### config.mk
export PLATFORM = sky130hd
export DESIGN_NAME = find_first_one_pipe_flat
export DESIGN_NICKNAME = d
export VERILOG_FILES = /design/src/rtl/find_first_one_pipe_pkg.sv /design/src/rtl/find_first_one_pipe_if.sv /design/src/rtl/find_first_one_pipe_ffo_group.sv /design/src/rtl/find_first_one_pipe.sv /design/src/flat_wrapper.sv
export SDC_FILE = /design/constraint.sdc
export NUM_CORES = 1
export LEC_CHECK = 0
export BUFFER_PORTS_ARGS = -buffer_cell sky130_fd_sc_hd__buf_2
export CAP_MARGIN = 10
export CORE_AREA = 4 4 139 141
export DETAILED_ROUTE_END_ITERATION = 10
export DIE_AREA = 0 0 143 145
export GPL_ROUTABILITY_DRIVEN = 0
export HOLD_SLACK_MARGIN = 0.02
export PLACE_DENSITY_LB_ADDON = 0.15
export SYNTH_ARGS = -nofsm -noshare
export SYNTH_HDL_FRONTEND = slang
export SYNTH_SLANG_ARGS = --single-unit
### constraint.sdc
create_clock -name clk -period 2.9 [get_ports clk]
set_clock_uncertainty 0.1 [all_clocks]
set_input_delay 0.145 -clock clk [delete_from_list [all_inputs] [get_ports clk]]
set_output_delay 0.145 -clock clk [all_outputs]
set_load 0.05 [all_outputs]
### src/rtl/find_first_one_pipe_pkg.sv
// Shared fp_library definitions: search-mode encoding, default priority-group
// width and a constant-foldable ceil(log2) helper for width derivation.
package fp_lib_pkg;

    localparam int FFO_GROUP_DEFAULT = 8;

    typedef enum logic {
        FFO_MSB = 1'b0,
        FFO_LSB = 1'b1
    } ffo_mode_e;

    function automatic int clog2(input int value);
        int r;
        r = 0;
        while ((1 << r) < value) begin
            r = r + 1;
        end
        return r;
    endfunction

endpackage

### src/rtl/find_first_one_pipe_if.sv
// Operand/result stream bundle for the find-first-one pipeline.
// master drives operands and consumes results; slave is the detector.
interface find_first_one_pipe_if #(
    parameter int WIDTH = 32
) ();
    localparam int POSW = fp_lib_pkg::clog2(WIDTH);

    logic             in_valid;
    logic             in_ready;
    logic [WIDTH-1:0] in_data;
    logic             in_lsb;
    logic             out_valid;
    logic             out_ready;
    logic [POSW-1:0]  out_pos;
    logic             out_zero;
    logic [WIDTH-1:0] out_norm;
    logic             out_lsb;

    modport master (
        output in_valid, in_data, in_lsb, out_ready,
        input  in_ready, out_valid, out_pos, out_zero, out_norm, out_lsb
    );

    modport slave (
        input  in_valid, in_data, in_lsb, out_ready,
        output in_ready, out_valid, out_pos, out_zero, out_norm, out_lsb
    );

endinterface

### src/rtl/find_first_one_pipe_ffo_group.sv
// Combinational GROUP-bit priority encoder: flags any set bit and returns the
// index of the highest (MSB mode) or lowest (LSB mode) one within the group.
module ffo_group
    import fp_lib_pkg::*;
#(
    parameter  int GROUP = FFO_GROUP_DEFAULT,
    localparam int IW    = (GROUP > 1) ? clog2(GROUP) : 1
) (
    input  logic [GROUP-1:0] bits,
    input  logic             lsb,
    output logic             any,
    output logic [IW-1:0]    idx
);

    // Later loop iterations override earlier ones, so scan order sets priority.
    always_comb begin
        any = |bits;
        idx = '0;
        if (lsb == FFO_LSB) begin
            for (int i = GROUP - 1; i >= 0; i--) begin
                if (bits[i]) idx = IW'(i);
            end
        end else begin
            for (int i = 0; i < GROUP; i++) begin
                if (bits[i]) idx = IW'(i);
            end
        end
    end

endmodule

### src/rtl/find_first_one_pipe.sv
// Two-stage leading/trailing-one detector and normaliser.
// S1 registers per-group any/index flags, S2 registers the selected position
// and the shifted operand, which drive the result port directly.
module find_first_one_pipe
    import fp_lib_pkg::*;
#(
    parameter int WIDTH = 32,
    parameter int GROUP = FFO_GROUP_DEFAULT
) (
    input logic                 clk,
    input logic                 rst_n,
    find_first_one_pipe_if.slave bus
);
    localparam int POSW = clog2(WIDTH);
    localparam int IW   = (GROUP > 1) ? clog2(GROUP) : 1;
    localparam int NG   = (WIDTH + GROUP - 1) / GROUP;
    localparam int PW   = NG * GROUP;
    localparam int GW   = (NG > 1) ? clog2(NG) : 1;

    logic             s1_v;
    logic             s2_v;
    logic             s1_load;
    logic             s2_load;
    logic [WIDTH-1:0] s1_data;
    logic             s1_lsb;
    logic [NG-1:0]    s1_any;
    logic [IW-1:0]    s1_idx [NG];
    logic [PW-1:0]    padded;
    logic [NG-1:0]    grp_any;
    logic [IW-1:0]    grp_idx [NG];
    logic [GW-1:0]    sel;
    logic             zero_c;
    logic [POSW-1:0]  pos_c;
    logic [WIDTH-1:0] norm_c;
    logic [POSW-1:0]  s2_pos;
    logic             s2_zero;
    logic [WIDTH-1:0] s2_norm;
    logic             s2_lsb;

    assign s2_load      = !s2_v || bus.out_ready;
    assign s1_load      = !s1_v || s2_load;
    assign bus.in_ready = s1_load;

    // Top group is zero-extended, so padding bits can never be selected.
    assign padded = PW'(bus.in_data);

    for (genvar g = 0; g < NG; g++) begin : g_grp
        ffo_group #(.GROUP(GROUP)) u_grp (
            .bits (padded[g*GROUP +: GROUP]),
            .lsb  (bus.in_lsb),
            .any  (grp_any[g]),
            .idx  (grp_idx[g])
        );
    end

    // Stage valids: S1 refills whenever it is empty or drains into S2.
    always_ff @(posedge clk or negedge rst_n) begin
        if (!rst_n) begin
            s1_v <= 1'b0;
        end else if (s1_load) begin
            s1_v <= bus.in_valid;
        end
    end

    // S1 payload needs no reset; it is qualified by s1_v.
    always_ff @(posedge clk) begin
        if (s1_load && bus.in_valid) begin
            s1_data <= bus.in_data;
            s1_lsb  <= bus.in_lsb;
            s1_any  <= grp_any;
            s1_idx  <= grp_idx;
        end
    end

    // Winning group, final position and barrel shift from the S1 snapshot.
    always_comb begin
        sel = '0;
        if (s1_lsb == FFO_LSB) begin
            for (int g = NG - 1; g >= 0; g--) begin
                if (s1_any[g]) sel = GW'(g);
            end
        end else begin
            for (int g = 0; g < NG; g++) begin
                if (s1_any[g]) sel = GW'(g);
            end
        end
        zero_c = ~|s1_any;
        pos_c  = zero_c ? '0 : POSW'(int'(sel) * GROUP + int'(s1_idx[sel]));
        if (zero_c) begin
            norm_c = '0;
        end else if (s1_lsb == FFO_LSB) begin
            norm_c = s1_data >> pos_c;
        end else begin
            norm_c = s1_data << (POSW'(WIDTH - 1) - pos_c);
        end
    end

    // S2 holds the presented result; it only changes when it may be replaced.
    always_ff @(posedge clk or negedge rst_n) begin
        if (!rst_n) begin
            s2_v    <= 1'b0;
            s2_pos  <= '0;
            s2_zero <= 1'b0;
            s2_norm <= '0;
            s2_lsb  <= 1'b0;
        end else if (s2_load) begin
            s2_v <= s1_v;
            if (s1_v) begin
                s2_pos  <= pos_c;
                s2_zero <= zero_c;
                s2_norm <= norm_c;
                s2_lsb  <= s1_lsb;
            end
        end
    end

    assign bus.out_valid = s2_v;
    assign bus.out_pos   = s2_pos;
    assign bus.out_zero  = s2_zero;
    assign bus.out_norm  = s2_norm;
    assign bus.out_lsb   = s2_lsb;

endmodule

### src/flat_wrapper.sv
// flat-port wrapper written by rule: the top's interface ports become plain ports
module find_first_one_pipe_flat import fp_lib_pkg::*;
#(
    parameter int WIDTH = 32,
    parameter int GROUP = FFO_GROUP_DEFAULT
)
  (clk, rst_n, bus_in_valid, bus_in_data, bus_in_lsb, bus_out_ready, bus_in_ready, bus_out_valid, bus_out_pos, bus_out_zero, bus_out_norm, bus_out_lsb);
  find_first_one_pipe_if #(.WIDTH(WIDTH)) bus_i ();
  input logic clk;
  input logic rst_n;
  input wire logic [$bits(bus_i.in_valid)-1:0] bus_in_valid;
  input wire logic [$bits(bus_i.in_data)-1:0] bus_in_data;
  input wire logic [$bits(bus_i.in_lsb)-1:0] bus_in_lsb;
  input wire logic [$bits(bus_i.out_ready)-1:0] bus_out_ready;
  output wire logic [$bits(bus_i.in_ready)-1:0] bus_in_ready;
  output wire logic [$bits(bus_i.out_valid)-1:0] bus_out_valid;
  output wire logic [$bits(bus_i.out_pos)-1:0] bus_out_pos;
  output wire logic [$bits(bus_i.out_zero)-1:0] bus_out_zero;
  output wire logic [$bits(bus_i.out_norm)-1:0] bus_out_norm;
  output wire logic [$bits(bus_i.out_lsb)-1:0] bus_out_lsb;
  assign bus_i.in_valid = bus_in_valid;
  assign bus_i.in_data = bus_in_data;
  assign bus_i.in_lsb = bus_in_lsb;
  assign bus_i.out_ready = bus_out_ready;
  assign bus_in_ready = bus_i.in_ready;
  assign bus_out_valid = bus_i.out_valid;
  assign bus_out_pos = bus_i.out_pos;
  assign bus_out_zero = bus_i.out_zero;
  assign bus_out_norm = bus_i.out_norm;
  assign bus_out_lsb = bus_i.out_lsb;
  find_first_one_pipe #(.WIDTH(WIDTH), .GROUP(GROUP)) u_core (.clk(clk), .rst_n(rst_n), .bus(bus_i));
endmodule
==> results of run 1 <==
[registers in the layout, summed over array words and instances (netlist names)]
| name | cells |
|---|---|
| u_core.bus.out_norm | 32 |
| u_core.s1_data | 32 |
| u_core.s1_idx | 12 |
| u_core.bus.out_pos | 5 |
| u_core.s1_any | 4 |
| u_core.bus.out_lsb | 1 |
| u_core.bus.out_valid | 1 |
| u_core.bus.out_zero | 1 |
| u_core.s1_lsb | 1 |
| u_core.s1_v | 1 |
[kinds of logic (layout without fill, tap and decap cells)]
kind of cell,Yosys count,in the layout
AND/OR/NAND/NOR,198,198
multiplexers,62,62
AO/OA/AOI/OAI,263,263
flip-flops,90,90
buffers and inverters,53,283
[layer usage]
layer	track usage, %	routed length (um)	share of wire [%]	up-vias
met1	28.8	9610	41	3230
met3	3.49	1460	6.3	54
met4	8.32	799	3.4	0
met5	0	0	0	-
li1	-	-	-	3051
met2	36.2	11300	49	292
[synthesized netlist by cell type, drive strengths merged, types with 13 or more instances]
| master | instances | area (um2) |
|---|---|---|
| nand2 | 79 | 299 |
| a21oi | 63 | 338 |
| nor2 | 62 | 233 |
| mux2i | 50 | 504 |
| edfxtp | 49 | 1470 |
| dfrtp | 41 | 1030 |
| a22oi | 37 | 283 |
| o21ai | 33 | 180 |
| clkbuf | 22 | 82.6 |
| buf | 21 | 149 |
| a211oi | 18 | 135 |
| nand3 | 16 | 80.1 |
| a221oi | 13 | 126 |
[stage by stage]
| stage | worst slack [ps] | setup TNS, ps | hold slack, ps | util, % |
|---|---|---|---|---|
| after floorplan | -170 | -437 | -251 | - |
| after global placement | -423 | -8080 | 231 | 42.7 |
| after detailed placement | -412 | -8440 | 245 | 42.7 |
| after CTS | -230 | -5100 | 160 | 49.1 |
| after global routing | -412 | -9940 | 171 | 51.5 |
| final | -294 | -5880 | 161 | 51.5 |
[path summary, 6_finish.rpt]
kind                                                       end  slack, ps  cells past startpoint
hold / removal                         u_core.s1_lsb$_DFFE_PP_        160                      1
setup reg to reg            u_core.bus.out_norm[2]$_DFFE_PN0P_       -290                     11
hold reg to reg              u_core.bus.out_pos[3]$_DFFE_PN0P_        380                      2
min in group asynchronous    u_core.bus.out_pos[3]$_DFFE_PN0P_        370                      2
setup / recovery            u_core.bus.out_norm[2]$_DFFE_PN0P_       -290                     11
max in group asynchronous  u_core.bus.out_norm[19]$_DFFE_PN0P_       1750                      2
[power breakdown]
part / internal [mW] / leakage [nW] / switching, mW
clock network: 0.743 / 0.143 / 0.476
registers: 1.54 / 0.973 / 0.125
logic: 0.964 / 2.67 / 1.49
total: 3.24 / 3.78 / 2.09
[layout by cell type, fill, tap and decap left out, types with 12 or more instances in the layout]
master and n:
a21oi_1 49, mux2i_2 20, nand2_1 77, nor2_1 58
a22oi_1 25, mux2i_1 19, edfxtp_1 49, dfrtp_1 41
buf_4 124, buf_2 77, dlygate4sd3_1 36, o21ai_0 24
a22oi_2 12, nand3_1 16
[critical path, delay by kind of cell (launching register included)]
kind / cells / cell delay (ps)
DFF: 1 / 470
AOI/OAI and AO/OA: 4 / 1100
muxes: 4 / 980
buffers and inverters: 2 / 360
and+or+nand+nor: 1 / 70
[cell type report]
class / count / area [um2] / share of cell area [%]
multi-input combinational: 523 / 4110 / 44.4
sequential: 90 / 2500 / 27.0
timing repair buffer: 258 / 2020 / 21.8
tap: 229 / 287 / 3.10
clock buffer: 9 / 225 / 2.43
clock inverter: 6 / 82.6 / 0.892
inverter: 10 / 37.5 / 0.406
[repair_timing]
action / CTS / global route
hold buffers: 36 / 0
setup buffers: 13 / 12
pin swaps: 12 / 31
endpoints found under the hold margin: 75 / 0
gates resized for setup: 66 / 82
setup endpoints to repair: 32 / 32
cloned: 2 / 2
==> flow_summary.json, run 1 <==
{
  "synth_edf_count": 49,
  "cts-root-buf": "clkbuf_16",
  "critPathLaunch": "u_core.s1_any[1]$_DFFE_PP_",
  "wl_per_cell_um": 20.6,
  "worstSetupPathType": "reg2reg",
  "critPathCaptureType": "flip-flop",
  "synth_seq_cells": 90,
  "worstPathMaxFanout": 5,
  "antenna-diode-count": 0,
  "drcViolationCount": 0,
  "total_power_mw": 5.34,
  "grt_pass1_wl_um": 36200,
  "synthAdderAreaFrac_pct": 0,
  "async_flop_share_pct": 45.6,
  "wl_um": 23200,
  "antenna_found_initial": 0,
  "dr.pass1.iters": 5,
  "hold_viol_final": 0,
  "min_period_ps": 3190,
  "ys.flop_type": "edfxtp_1",
  "overflow": 0,
  "dp_cells": 1051,
  "outcome": "finished, violations left",
  "cp.required_ps": 3030,
  "grt_pass1_vias": 6546,
  "synthesis.nets": 703,
  "final_area_um2": 9250,
  "route.antenna.remaining_nets": 0,
  "port_buffers": 77,
  "syn_inst": 666,
  "p_per_area_nw_per_um2": 577,
  "cpMaxStageDelayCell": "edfxtp_1",
  "netlist_area_um2": 6220,
  "vdd_drop_max_uv": 544,
  "cellLeakagePower_nw": 3.78,
  "h-tree-depth": 3,
  "synth_xor_area_share_pct": 0,
  "max-slew-margin-rel_pct": 29.8,
  "row_count": 49,
  "core_area_um2": 18000,
  "fp.dieW_um": 143,
  "finalCritPeriodShare_pct": 110,
  "die_h_um": 145,
  "yosysWarnings": 0,
  "min_from": "bus_in_lsb",
  "io_pins": 78,
  "clockBufferDepth": 2,
  "drv_cap": 0,
  "drive_gt1_share_pct": 40.8,
  "fmax_mhz": 313,
  "placedInstanceArea_um2": 7680,
  "synth_top_family_by_area": "compound AO/OA/AOI/OAI gates",
  "drt_iter0_drc": 476,
  "yosys.area_share.simple_pct": 14.0,
  "slowest_delay_ps": 470,
  "post-dp-hpwl_um": 17300,
  "clk_latency_ps": 350,
  "numCtsBuffers": 9,
  "yosys-mux-area-fraction_pct": 10.8,
  "clock_sinks": 90,
  "r2r_start": "u_core.s1_any[1]$_DFFE_PP_",
  "path_clk_slew_ps": 60,
  "area_growth_pct": 48.6,
  "initial_core_util_pct": 34.7,
  "die_area_um2": 20700,
  "vias_per_cell": 5.89,
  "track_usage_pct": 21.9,
  "cts_tree": "yes",
  "crit_arrival_ps": 3330,
  "setup_violations": 32,
  "violations": "setup timing",
  "syn_area_per_cell_um2": 9.35,
  "crit_chain": "buf_6, o2bb2ai_4, nor2_2, a221o_1, a21oi_4, buf_8, mux2i_4, mux2i_4, mux2_4, mux2_4, a221o_1",
  "synth_compound_area_share_pct": 30.8,
  "cp-start-kind": "flip-flop",
  "ys_types": 74,
  "synth-seq-area-share_pct": 40.1,
  "grt_setup_unrepaired": "true",
  "worst_slack_ps": -294,
  "hp-class": "in2reg",
  "tightest_slew_ps": 1050,
  "final_cells": 1125,
  "num-nets-final": 929,
  "drv_slew": 0,
  "fillers": 1655,
  "grt_max_degree": 50,
  "vias": 6627
}
(Power assumes the default switching activity.)
==> run 2, diff against run 1 <==
CTS_BUF_LIST = sky130_fd_sc_hd__clkbuf_4   (was not set)
SLEW_MARGIN = 15   (was not set)
==> run 2 against run 1 <==
Net effect: the run still ends with setup timing left; total power shrank 7.6%; cell area grew 0.37%; final cell count grew 1.1%; first-iteration DRC count shrank 7.1%; flip-flop and latch count is the same; via count grew 0.29%; clock power shrank 37%; global-route usage grew 0.070 points; fmax shrank 0.39%; worst hold slack gained 57 ps; combinational power grew 2%; critical path type unchanged; critical endpoint is now u_core.bus.out_norm[8]$_DFFE_PN0P_; largest cell class unchanged.
==> flow_summary.json, run 2 (synthesized netlist as in run 1, its figures left out) <==
{
  "row_count": 49,
  "clockBufferDepth": 2,
  "critPathCaptureType": "flip-flop",
  "grt_pass1_vias": 6567,
  "r2r_start": "u_core.s1_any[1]$_DFFE_PP_",
  "vdd_drop_max_uv": 438,
  "num-nets-final": 940,
  "vias": 6646,
  "final_cell_mix": "buf_4, buf_2, nand2_1",
  "core_area_um2": 18000,
  "path_common_cell": "buf_4",
  "port_buffers": 77,
  "post-place-ws_ps": -412,
  "crit_chain": "buf_6, o2bb2ai_4, nor2_2, a221o_1, a21oi_4, buf_4, buf_12, mux2i_2, a221oi_2, buf_4, a211o_1, o211ai_1, or3b_1",
  "worstSetupPathType": "reg2reg",
  "setup_violations": 32,
  "setup-tns-final_ps": -6190,
  "critPathTopFamily": "compound AO/OA/AOI/OAI gates",
  "finalCritPeriodShare_pct": 111,
  "cp.depth": 13,
  "total_power_mw": 4.93,
  "critPathLaunch": "u_core.s1_any[1]$_DFFE_PP_",
  "h-tree-depth": 3,
  "drive_gt1_share_pct": 42.2,
  "fin_hold_ws_ps": 218,
  "final_cells": 1137,
  "cts_tree": "yes",
  "cp.required_ps": 3180,
  "final_common_cell": "buf_4",
  "dr.pass1.iters": 7,
  "dp_cells": 1051,
  "min_period_ps": 3210,
  "area_growth_pct": 49.2,
  "cts-root-buf": "clkbuf_4",
  "wl_um": 23400,
  "grt_setup_unrepaired": "true",
  "r2r_slack_ps": -310,
  "fillers": 1638,
  "crit_arrival_ps": 3490,
  "fin_util_pct": 51.7,
  "clock_sinks": 90,
  "clk_latency_ps": 480,
  "crit_path_end": "u_core.bus.out_norm[8]$_DFFE_PN0P_",
  "tightest_slew_ps": 987,
  "die_area_um2": 20700,
  "route.antenna.remaining_nets": 0,
  "cpMaxStageDelayCell": "edfxtp_1",
  "cp_num_buf_inv": 4,
  "drcViolationCount": 0,
  "worstPathMaxFanout": 12,
  "violations": "setup timing",
  "worst-r2r-cell-count": 13,
  "grt_pass1_wl_um": 36300,
  "wl_per_cell_um": 20.6,
  "io_pins": 78,
  "post-dp-hpwl_um": 17300,
  "worst_slack_ps": -307,
  "timing.rr.end": "u_core.bus.out_norm[8]$_DFFE_PN0P_",
  "overflow": 0,
  "numCtsBuffers": 9,
  "drt_iter0_drc": 442,
  "cellLeakagePower_nw": 3.80,
  "hp-class": "in2async",
  "hold_viol_final": 0,
  "drv_slew": 0,
  "slowest_delay_ps": 500,
  "vias_per_cell": 5.85,
  "fp.dieW_um": 143,
  "fmax_mhz": 312,
  "drv_cap": 0,
  "outcome": "finished, violations left",
  "die_h_um": 145,
  "max-slew-margin-rel_pct": 33.9,
  "track_usage_pct": 22.0,
  "initial_core_util_pct": 34.7,
  "p_per_area_nw_per_um2": 531,
  "final_area_um2": 9290,
  "antenna_found_initial": 1,
  "path_clk_slew_ps": 140,
  "placedInstanceArea_um2": 7680,
  "cp-start-kind": "flip-flop",
  "grt_max_degree": 50
}
run 2: changes by cell type in the layout (fill, tap and decap cells not counted), sizes merged:
cell         change
buf             +10
diode            +1
dlygate4sd3      +1
run 2: worst reg2reg max path: cells and delay by family (launching register included):
family,cells,cell delay [ps]
simple gates,2,430
mux,1,290
flops,1,500
compound gates,6,1180
buf+inv,4,610
run 2: worst min path at each step:
stage / from / endpoint / slack, ps / cells after the start
global placement: rst_n / u_core.bus.out_pos[3]$_DFFE_PN0P_ / 230 / 1
CTS: rst_n / u_core.bus.out_pos[3]$_DFFE_PN0P_ / 220 / 2
global route: bus_in_data[16] / u_core.s1_data[16]$_DFFE_PP_ / 290 / 2
detailed placement: rst_n / u_core.bus.out_pos[3]$_DFFE_PN0P_ / 250 / 1
floorplan: rst_n / u_core.bus.out_lsb$_DFFE_PN0P_ / -250 / 0
finish: rst_n / u_core.bus.out_pos[3]$_DFFE_PN0P_ / 220 / 2
run 2: area by class of cell:
class | instances | area, um2 | area share (%)
Multi-Input combinational cell | 523 | 4140 | 44.6
Sequential cell | 90 | 2500 | 26.9
Timing Repair Buffer | 269 | 2170 | 23.4
Tap cell | 229 | 287 | 3.09
Clock inverter | 6 | 82.6 | 0.889
Clock buffer | 9 | 67.6 | 0.728
Inverter | 10 | 37.5 | 0.404
Antenna cell | 1 | 2.50 | 0.0269
run 2: per-layer routing:
metal | vias to the layer above | wire length [um] | GRT usage, %
met1 | 3227 | 9760 | 28.8
met5 | - | 0 | 0
met4 | 0 | 969 | 8.65
li1 | 3073 | - | -
met2 | 282 | 11200 | 36.2
met3 | 64 | 1420 | 3.59
run 2: report_power, final:
group	internal [mW]	switching, mW
registers	1.53	0.126
clock network	0.338	0.429
logic	1.00	1.50
run 2: what timing repair did:
item / in CTS / in global routing
pin swaps: 21 / 14
hold endpoints to repair: 92 / 0
setup buffers: 18 / 12
gates cloned: 2 / 2
setup endpoints to repair: 32 / 32
hold buffers: 37 / 0
resized for setup: 105 / 57
